`src/rtl/m_alu_arbiter.sv`:
```
// Two-requester round-robin front end for a shared combinational ALU.
// Operands are registered for one EXEC cycle; results land in per-requester response slots.

module m_alu_arbiter_slot #(
  parameter int WIDTH = 32
) (
  input  logic             clk,
  input  logic             reset,
  input  logic             wr,
  input  logic [WIDTH-1:0] wr_out,
  input  logic             wr_zero,
  input  logic             rsp_ready,
  output logic             rsp_valid,
  output logic [WIDTH-1:0] rsp_out,
  output logic             rsp_zero
);
  logic             valid_q, valid_d;
  logic [WIDTH-1:0] out_q, out_d;
  logic             zero_q, zero_d;

  // A write only targets an empty slot, so the pop and the write never overlap.
  always_comb begin
    valid_d = valid_q;
    out_d   = out_q;
    zero_d  = zero_q;
    if (valid_q && rsp_ready) valid_d = 1'b0;
    if (wr) begin
      valid_d = 1'b1;
      out_d   = wr_out;
      zero_d  = wr_zero;
    end
  end

  always_ff @(posedge clk) begin
    if (reset) begin
      valid_q <= 1'b0;
      out_q   <= '0;
      zero_q  <= 1'b0;
    end else begin
      valid_q <= valid_d;
      out_q   <= out_d;
      zero_q  <= zero_d;
    end
  end

  assign rsp_valid = valid_q;
  assign rsp_out   = out_q;
  assign rsp_zero  = zero_q;
endmodule

module m_alu_arbiter #(
  parameter int WIDTH = 32,
  parameter int CTL_W = 2,
  parameter int CNT_W = 16
) (
  input  logic             clk,
  input  logic             reset,
  input  logic             req_valid_0,
  output logic             req_ready_0,
  input  logic [WIDTH-1:0] req_a_0,
  input  logic [WIDTH-1:0] req_b_0,
  input  logic [CTL_W-1:0] req_ctl_0,
  output logic             rsp_valid_0,
  input  logic             rsp_ready_0,
  output logic [WIDTH-1:0] rsp_out_0,
  output logic             rsp_zero_0,
  input  logic             req_valid_1,
  output logic             req_ready_1,
  input  logic [WIDTH-1:0] req_a_1,
  input  logic [WIDTH-1:0] req_b_1,
  input  logic [CTL_W-1:0] req_ctl_1,
  output logic             rsp_valid_1,
  input  logic             rsp_ready_1,
  output logic [WIDTH-1:0] rsp_out_1,
  output logic             rsp_zero_1,
  output logic [WIDTH-1:0] alu_a,
  output logic [WIDTH-1:0] alu_b,
  output logic [CTL_W-1:0] alu_ctl,
  input  logic [WIDTH-1:0] alu_out,
  input  logic             alu_zero,
  output logic [CNT_W-1:0] op_count
);
  localparam int NUM_REQ = 2;

  typedef enum logic {S_IDLE, S_EXEC} state_t;

  state_t                          state_q, state_d;
  logic                            last_q, last_d;
  logic                            owner_q, owner_d;
  logic [WIDTH-1:0]                alu_a_q, alu_a_d;
  logic [WIDTH-1:0]                alu_b_q, alu_b_d;
  logic [CTL_W-1:0]                alu_ctl_q, alu_ctl_d;
  logic [CNT_W-1:0]                op_count_q, op_count_d;

  logic [NUM_REQ-1:0]              req_valid, req_ready, rsp_valid, rsp_ready, rsp_zero, elig;
  logic [NUM_REQ-1:0][WIDTH-1:0]   req_a, req_b, rsp_out;
  logic [NUM_REQ-1:0][CTL_W-1:0]   req_ctl;
  logic                            winner, grant;

  assign req_valid = {req_valid_1, req_valid_0};
  assign rsp_ready = {rsp_ready_1, rsp_ready_0};
  assign req_a     = {req_a_1, req_a_0};
  assign req_b     = {req_b_1, req_b_0};
  assign req_ctl   = {req_ctl_1, req_ctl_0};

  // A full slot that is popped this cycle frees up in time for the new result.
  assign elig = req_valid & (~rsp_valid | rsp_ready);

  always_comb begin
    winner = elig[1];
    if (&elig) winner = ~last_q;
    grant = (state_q == S_IDLE) && (|elig) && !reset;
  end

  // Next-state logic
  always_comb begin
    state_d    = state_q;
    last_d     = last_q;
    owner_d    = owner_q;
    alu_a_d    = alu_a_q;
    alu_b_d    = alu_b_q;
    alu_ctl_d  = alu_ctl_q;
    op_count_d = op_count_q;
    case (state_q)
      S_IDLE: if (grant) begin
        alu_a_d   = req_a[winner];
        alu_b_d   = req_b[winner];
        alu_ctl_d = req_ctl[winner];
        owner_d   = winner;
        state_d   = S_EXEC;
      end
      S_EXEC: begin
        last_d     = owner_q;
        op_count_d = op_count_q + 1'b1;
        state_d    = S_IDLE;
      end
      default: state_d = S_IDLE;
    endcase
  end

  // Output logic
  always_comb begin
    req_ready = '0;
    if (grant) req_ready[winner] = 1'b1;
  end

  always_ff @(posedge clk) begin
    if (reset) begin
      state_q    <= S_IDLE;
      last_q     <= 1'b1;
      owner_q    <= 1'b0;
      alu_a_q    <= '0;
      alu_b_q    <= '0;
      alu_ctl_q  <= '0;
      op_count_q <= '0;
    end else begin
      state_q    <= state_d;
      last_q     <= last_d;
      owner_q    <= owner_d;
      alu_a_q    <= alu_a_d;
      alu_b_q    <= alu_b_d;
      alu_ctl_q  <= alu_ctl_d;
      op_count_q <= op_count_d;
    end
  end

  for (genvar g = 0; g < NUM_REQ; g++) begin : g_slot
    m_alu_arbiter_slot #(.WIDTH(WIDTH)) u_slot (
      .clk       (clk),
      .reset     (reset),
      .wr        ((state_q == S_EXEC) && (owner_q == 1'(g))),
      .wr_out    (alu_out),
      .wr_zero   (alu_zero),
      .rsp_ready (rsp_ready[g]),
      .rsp_valid (rsp_valid[g]),
      .rsp_out   (rsp_out[g]),
      .rsp_zero  (rsp_zero[g])
    );
  end

  assign req_ready_0 = req_ready[0];
  assign req_ready_1 = req_ready[1];
  assign rsp_valid_0 = rsp_valid[0];
  assign rsp_valid_1 = rsp_valid[1];
  assign rsp_out_0   = rsp_out[0];
  assign rsp_out_1   = rsp_out[1];
  assign rsp_zero_0  = rsp_zero[0];
  assign rsp_zero_1  = rsp_zero[1];
  assign alu_a       = alu_a_q;
  assign alu_b       = alu_b_q;
  assign alu_ctl     = alu_ctl_q;
  assign op_count    = op_count_q;
endmodule
```
`config.mk`:
```
export PLATFORM = sky130hd
export DESIGN_NAME = m_alu_arbiter
export DESIGN_NICKNAME = d
export VERILOG_FILES = /design/src/rtl/m_alu_arbiter.sv
export SDC_FILE = /design/constraint.sdc
export NUM_CORES = 1
export LEC_CHECK = 0
export ABC_AREA = 1
export CORE_AREA = 2 2 124 126
export DETAILED_ROUTE_END_ITERATION = 8
export DIE_AREA = 0 0 126 128
export PLACE_DENSITY_LB_ADDON = 0.2
export SYNTH_ARGS = -nofsm -noshare
export SYNTH_HDL_FRONTEND = slang
export SYNTH_SLANG_ARGS = --single-unit
```
`constraint.sdc`:
```
create_clock -name clk -period 2.5 [get_ports clk]
set_input_delay 0.375 -clock clk [delete_from_list [all_inputs] [get_ports clk]]
set_output_delay 0.375 -clock clk [all_outputs]
set_load 0.01 [all_outputs]
```
# After elaboration in Yosys (flattened, before gate mapping)
# Index checks and enable logic that the tools add are counted.
# word_totals
elab_cells	51
out_inout_bits	152
inputBits	171
ff_bits	153
# classes
bitwise	6
mux	16
magnitude_cmp	2
n_reduce_logical	13
n_addsub	1
# ops
operator	n
32-bit 2-to-1 mux	4
16-bit by 1-bit adder with 16-bit output (second input constant)	1
1-bit logical AND	7
1-bit 2-to-1 mux	7
2-bit 2-to-1 mux	3
2-bit AND reduction	2
2-bit nonzero test	2
1-bit NOT	3
2-bit bitwise AND	1
1-bit by 2-bit < comparator with 1-bit output (second input constant)	1
2-bit NOT	1
2-bit bitwise OR	1
1-bit one-hot mux with 2 select lines	1
2-bit OR reduction	1
1-bit demux with 1-bit select	1
1-bit >= comparator (second input constant)	1
1-bit logical NOT	1

# Logic depth before layout (Yosys ltp)
# Gate-level depths: netlist of run 1.
# depth
depth_word	10
ltp_mapped	10
depth_no_buf	8

# Cells and area by module
# From an unflattened synthesis of run 1, not the netlist that was laid out.
# unflattened
hier_cells	942
hier_area_um2	6560.0
# by_module_without_submodules
mod	area_per_inst_um2	cells_per_inst	seq_area_each_um2	instances
m_alu_arbiter	4197.8	648	1701.6	1
m_alu_arbiter_slot	1181.1	147	680.7	2

# Worst setup path before layout of run 1
# Ideal clock, no wire load.
# synth_path
path_type	input -> output
from	input rsp_ready_1
to	output req_ready_1
t_required_ps	2125
path_buffers	2
arrival_ps	1168
stages	8
setup_slack_ps	957
path_cell_list	inv_1 > a21boi_2 > nand2_2 > buf_4 > buf_4 > inv_2 > nand2_1 > inv_1
# synth_between
elab_chain_cells	9
word_cells_on_any_way	13
cone_classes	2 x order compare; 4 x mux; 2 x bitwise; 5 x reduce/logical
# synth_lines
element	line	rtl
from (decl)	73	input logic rsp_ready_1,
2-bit bitwise OR (*)	107	assign elig = req_valid & (~rsp_valid | rsp_ready);
2-bit bitwise AND (*)	107	
2-bit AND reduction	111	if (&elig) winner = ~last_q;
1-bit 2-to-1 mux	111	
1-bit by 2-bit < comparator with 1-bit output (implied by the code) or 1-bit >= comparator (tied branches)	144	if (grant) req_ready[winner] = 1'b1;
1-bit logical AND (implied by the code)	144	
1-bit 2-to-1 mux (implied by the code)	144	
1-bit demux with 1-bit select	144	
2-bit 2-to-1 mux (*)	144	
to (decl)	68	output logic req_ready_1,
# Mark *: on every way between the ends. The rest lies on a longest branch, timed or not.

# Final worst setup path of run 1
# layout_path
from	input req_valid_1
to	output req_ready_1
# layout_between
elab_chain_cells	8
word_cells_on_any_way	12
cone_classes	2 x order compare; 4 x mux; 1 x bitwise; 5 x reduce/logical
# layout_lines
element	line	rtl
from (decl)	67	input logic req_valid_1,
2-bit bitwise AND (*)	107	
2-bit AND reduction	111	
1-bit 2-to-1 mux	111	
1-bit by 2-bit < comparator with 1-bit output (implied by the code) or 1-bit >= comparator (tied branches)	144	
1-bit logical AND (implied by the code)	144	
1-bit 2-to-1 mux (implied by the code)	144	
1-bit demux with 1-bit select	144	
2-bit 2-to-1 mux (*)	144	
# Marks and branches as above.

==> results of run 1 <==
metrics by stage:
step	worst slack, ns	utilization, %	hold WS (ns)
4_1_cts	0.262	69.0	0.257
3_5_place_dp	0.196	65.0	0.454
2_1_floorplan	0.957	-	0.449
6_report	0.280	69.0	0.265
3_3_place_gp	0.242	65.0	0.450
5_1_grt	0.192	69.0	0.283
worst min path at each step:
stage                         start   endpoint  slack (ns)  depth (start not counted)
after floorplan              last_q     last_q        0.45                          2
after global placement    alu_b[27]  alu_b[27]        0.45                          2
after detailed placement  alu_b[17]  alu_b[17]        0.45                          2
after CTS                     reset    owner_q        0.26                          4
after global routing          reset    owner_q        0.28                          4
final                         reset    owner_q        0.27                          4
layout make-up:
cell class	count	share of cell area (%)
clock inverter	10	1.40
tap	188	2.29
inverter	25	0.915
timing repair buffer	333	32.3
multi-input combinational	695	28.8
sequential	153	29.9
clock buffer	22	4.43
cells in the final DEF (no fill, tap or decap), types with 3 or more instances in the layout:
cell,n
nand3_1,72
nor2_1,158
buf_4,10
dfxtp_1,153
inv_2,5
clkinvlp_4,3
inv_1,19
bufinv_16,3
o21ai_0,73
clkbuf_16,17
clkbuf_1,4
nand2_1,298
clkdlybuf4s50_1,321
a21oi_1,76
nand4_1,6
cells in the mapped netlist:
cell type / number / share of area [%]
nand2_1: 298 / 17
nor2_1: 158 / 9.2
dfxtp_1: 153 / 48
a21oi_1: 76 / 5.9
o21ai_0: 73 / 5.7
nand3_1: 72 / 5.6
clkbuf_1: 25 / 1.5
buf_2: 23 / 1.8
inv_1: 20 / 1.2
buf_4: 12 / 1.4
nand4_1: 6 / 0.58
inv_2: 5 / 0.29
buf_6: 2 / 0.35
nand2_2: 2 / 0.19
nor2_2: 2 / 0.19
a211oi_1: 1 / 0.12
a21boi_2: 1 / 0.18
and3_1: 1 / 0.097
buf_1: 1 / 0.058
ha_1: 1 / 0.19
nand3_2: 1 / 0.16
nor3_1: 1 / 0.078
o21a_1: 1 / 0.12
xor2_1: 1 / 0.14
metal layers:
metal / GRT usage [%] / vias up / share of wire [%]
met4: 11.3 / 0 / 3.0
met2: 41.7 / 244 / 48
met3: 9.43 / 44 / 9.0
met1: 28.5 / 3155 / 40
li1: - / 3568 / -
met5: 0 / - / 0
power breakdown:
part | internal [mW] | total, mW | switching [mW]
Clock | 1.60 | 2.61 | 1.01
Sequential | 2.59 | 2.68 | 0.0817
Combinational | 0.650 | 1.23 | 0.581
flip-flops by register name, summed over array words and instances, names as in the netlist:
register                 cells
op_count                    16
alu_b                       32
last_q                       1
alu_ctl                      2
state_q                      1
g_slot.u_slot.rsp_zero       2
owner_q                      1
alu_a                       32
g_slot.u_slot.rsp_out       64
g_slot.u_slot.rsp_valid      2
logic make-up (layout without fill, tap and decap cells):
group,count (synthesis),in the layout,share of synthesized area (%)
AOI/OAI and AO/OA,152,152,12.0
xor gates and xnor gates,1,1,0.136
adders and majority gates,1,1,0.195
buffers and inverters,88,390,6.52
DFF,153,153,47.6
and+or+nand+nor,541,541,33.5
critical path: cells and delay by family:
kind,cells,cell delay [ns]
buffers and inverters,4,1.16
AND/OR/NAND/NOR,2,0.12
AO/OA/AOI/OAI,1,0.19
==> impl_metrics.toml, run 1 <==
[worst_setup_path]
startpoint = "req_valid_1"
slowest_delay_ns = 0.57
reg2reg_depth = 6
startpoint_type = "input port"
crit_arrival_ns = 1.85
crit_path_end = "req_ready_1"
critical_path_class = "in2out"
cpMostUsedCell = "clkdlybuf4s50_1"
rr_startpoint = "state_q"
cpMaxStageDelayCell = "clkdlybuf4s50_1"
r2r_slack_ns = 0.68
path_max_fanout = 2
worstPathCellList = "clkdlybuf4s50_1 -> a21boi_4 -> nand2_2 -> inv_2 -> nand2_1 -> inv_1 -> clkdlybuf4s50_1"
r2r_end = "alu_a[15]"
cp-end-kind = "output pin"
required_ns = 2.12

[sta]
hold_viol = 0
relSlewSlack_pct = 44.6
rsz0062_at_grt = "no"
setup_viol = 0
finalCritPeriodShare_pct = 88.8
fin_skew_ns = 0.00558
tns_ns = 0
tightest_slew_ns = 0.831
fmax_mhz = 450
period_needed_ns = 2.22
report.final.slew_viol_count = 0

[placement]
place_inst = 1394
dpl.hpwl_mm = 14.5
gp_congestion = 0.789
place_area_sq_um = 9660
port_buffers = 322

[layout]
final_cells = 1426
fill_cells = 1301
diodes = 0
register_area_sq_um = 3060
drive_above_1_share_pct = 4.12
final_area_sq_um = 10300
multiInputGateArea_sq_um = 2960
syn_to_final_growth_pct = 59.5
final_nets = 1397

[drt]
routed_via_density = 4.92
wl_per_cell_microns = 14.7
finalWirelength_mm = 21.0
drtIter0Drc = 432
drc = 0
ant_nets = 0
vias = 7011
drt_first_pass_iters = 5

[clocking]
clock_latency_ns = 0.42
cts_tree = "yes"
clk_pin_slew_worst_paths_ns = 0.06
clockBufferDepth = 2
htree_levels = 4
cts_sinks = 153
numCtsBuffers = 17
postCtsResizedCells = 0
cts_root_buffer = "clkbuf_16"
holdBufCountCts = 0
cts_setup_buffers = 0

[grt]
grt_use_total_pct = 25.0
antenna_found_initial = 0
grt_first_pass_wirelength_mm = 32.4
grt_max_degree = 75
grt_overflow_total = 0
grt_pass1_vias = 6321

[synthesis]
syn_area_sq_um = 6430
yosysUniqueCellTypes = 24
syn_nets = 1108
avgSynthCellArea_sq_um = 6.87
yosysSeqAreaShare_pct = 47.6
ys.warnings.count = 0
syn_inst = 936
ys_ff_latch = 153

[floorplan]
io_pins = 323
die_h_microns = 128
start_util_pct = 43.3
die_x_microns = 126
dieArea_sq_um = 16100
core_sq_um = 14900
rows = 45

[power]
ir_worst_vdd_uv = 440
finalPower_mw = 6.51
power_leakage_nw = 4.17
power.density_nw_per_um2 = 635

[run]
cap_violations = 0

[status]
outcome = "complete, no violations"

[worst_hold_path]
hold_class = "in2reg"
No activity file was read; power rests on OpenSTA's default activity.
==> run 2, diff against run 1 <==
SLEW_MARGIN = 20   (was not set)
==> results of run 2 <==
The final DEF is identical to that of run 1; final timing and power are the same.
==> run 3, diff against run 2 <==
CAP_MARGIN = 0   (was not set)
CTS_CLUSTER_SIZE = 20   (was not set)
==> results of run 3 <==
The final DEF is identical to that of run 1; final timing and power are the same.
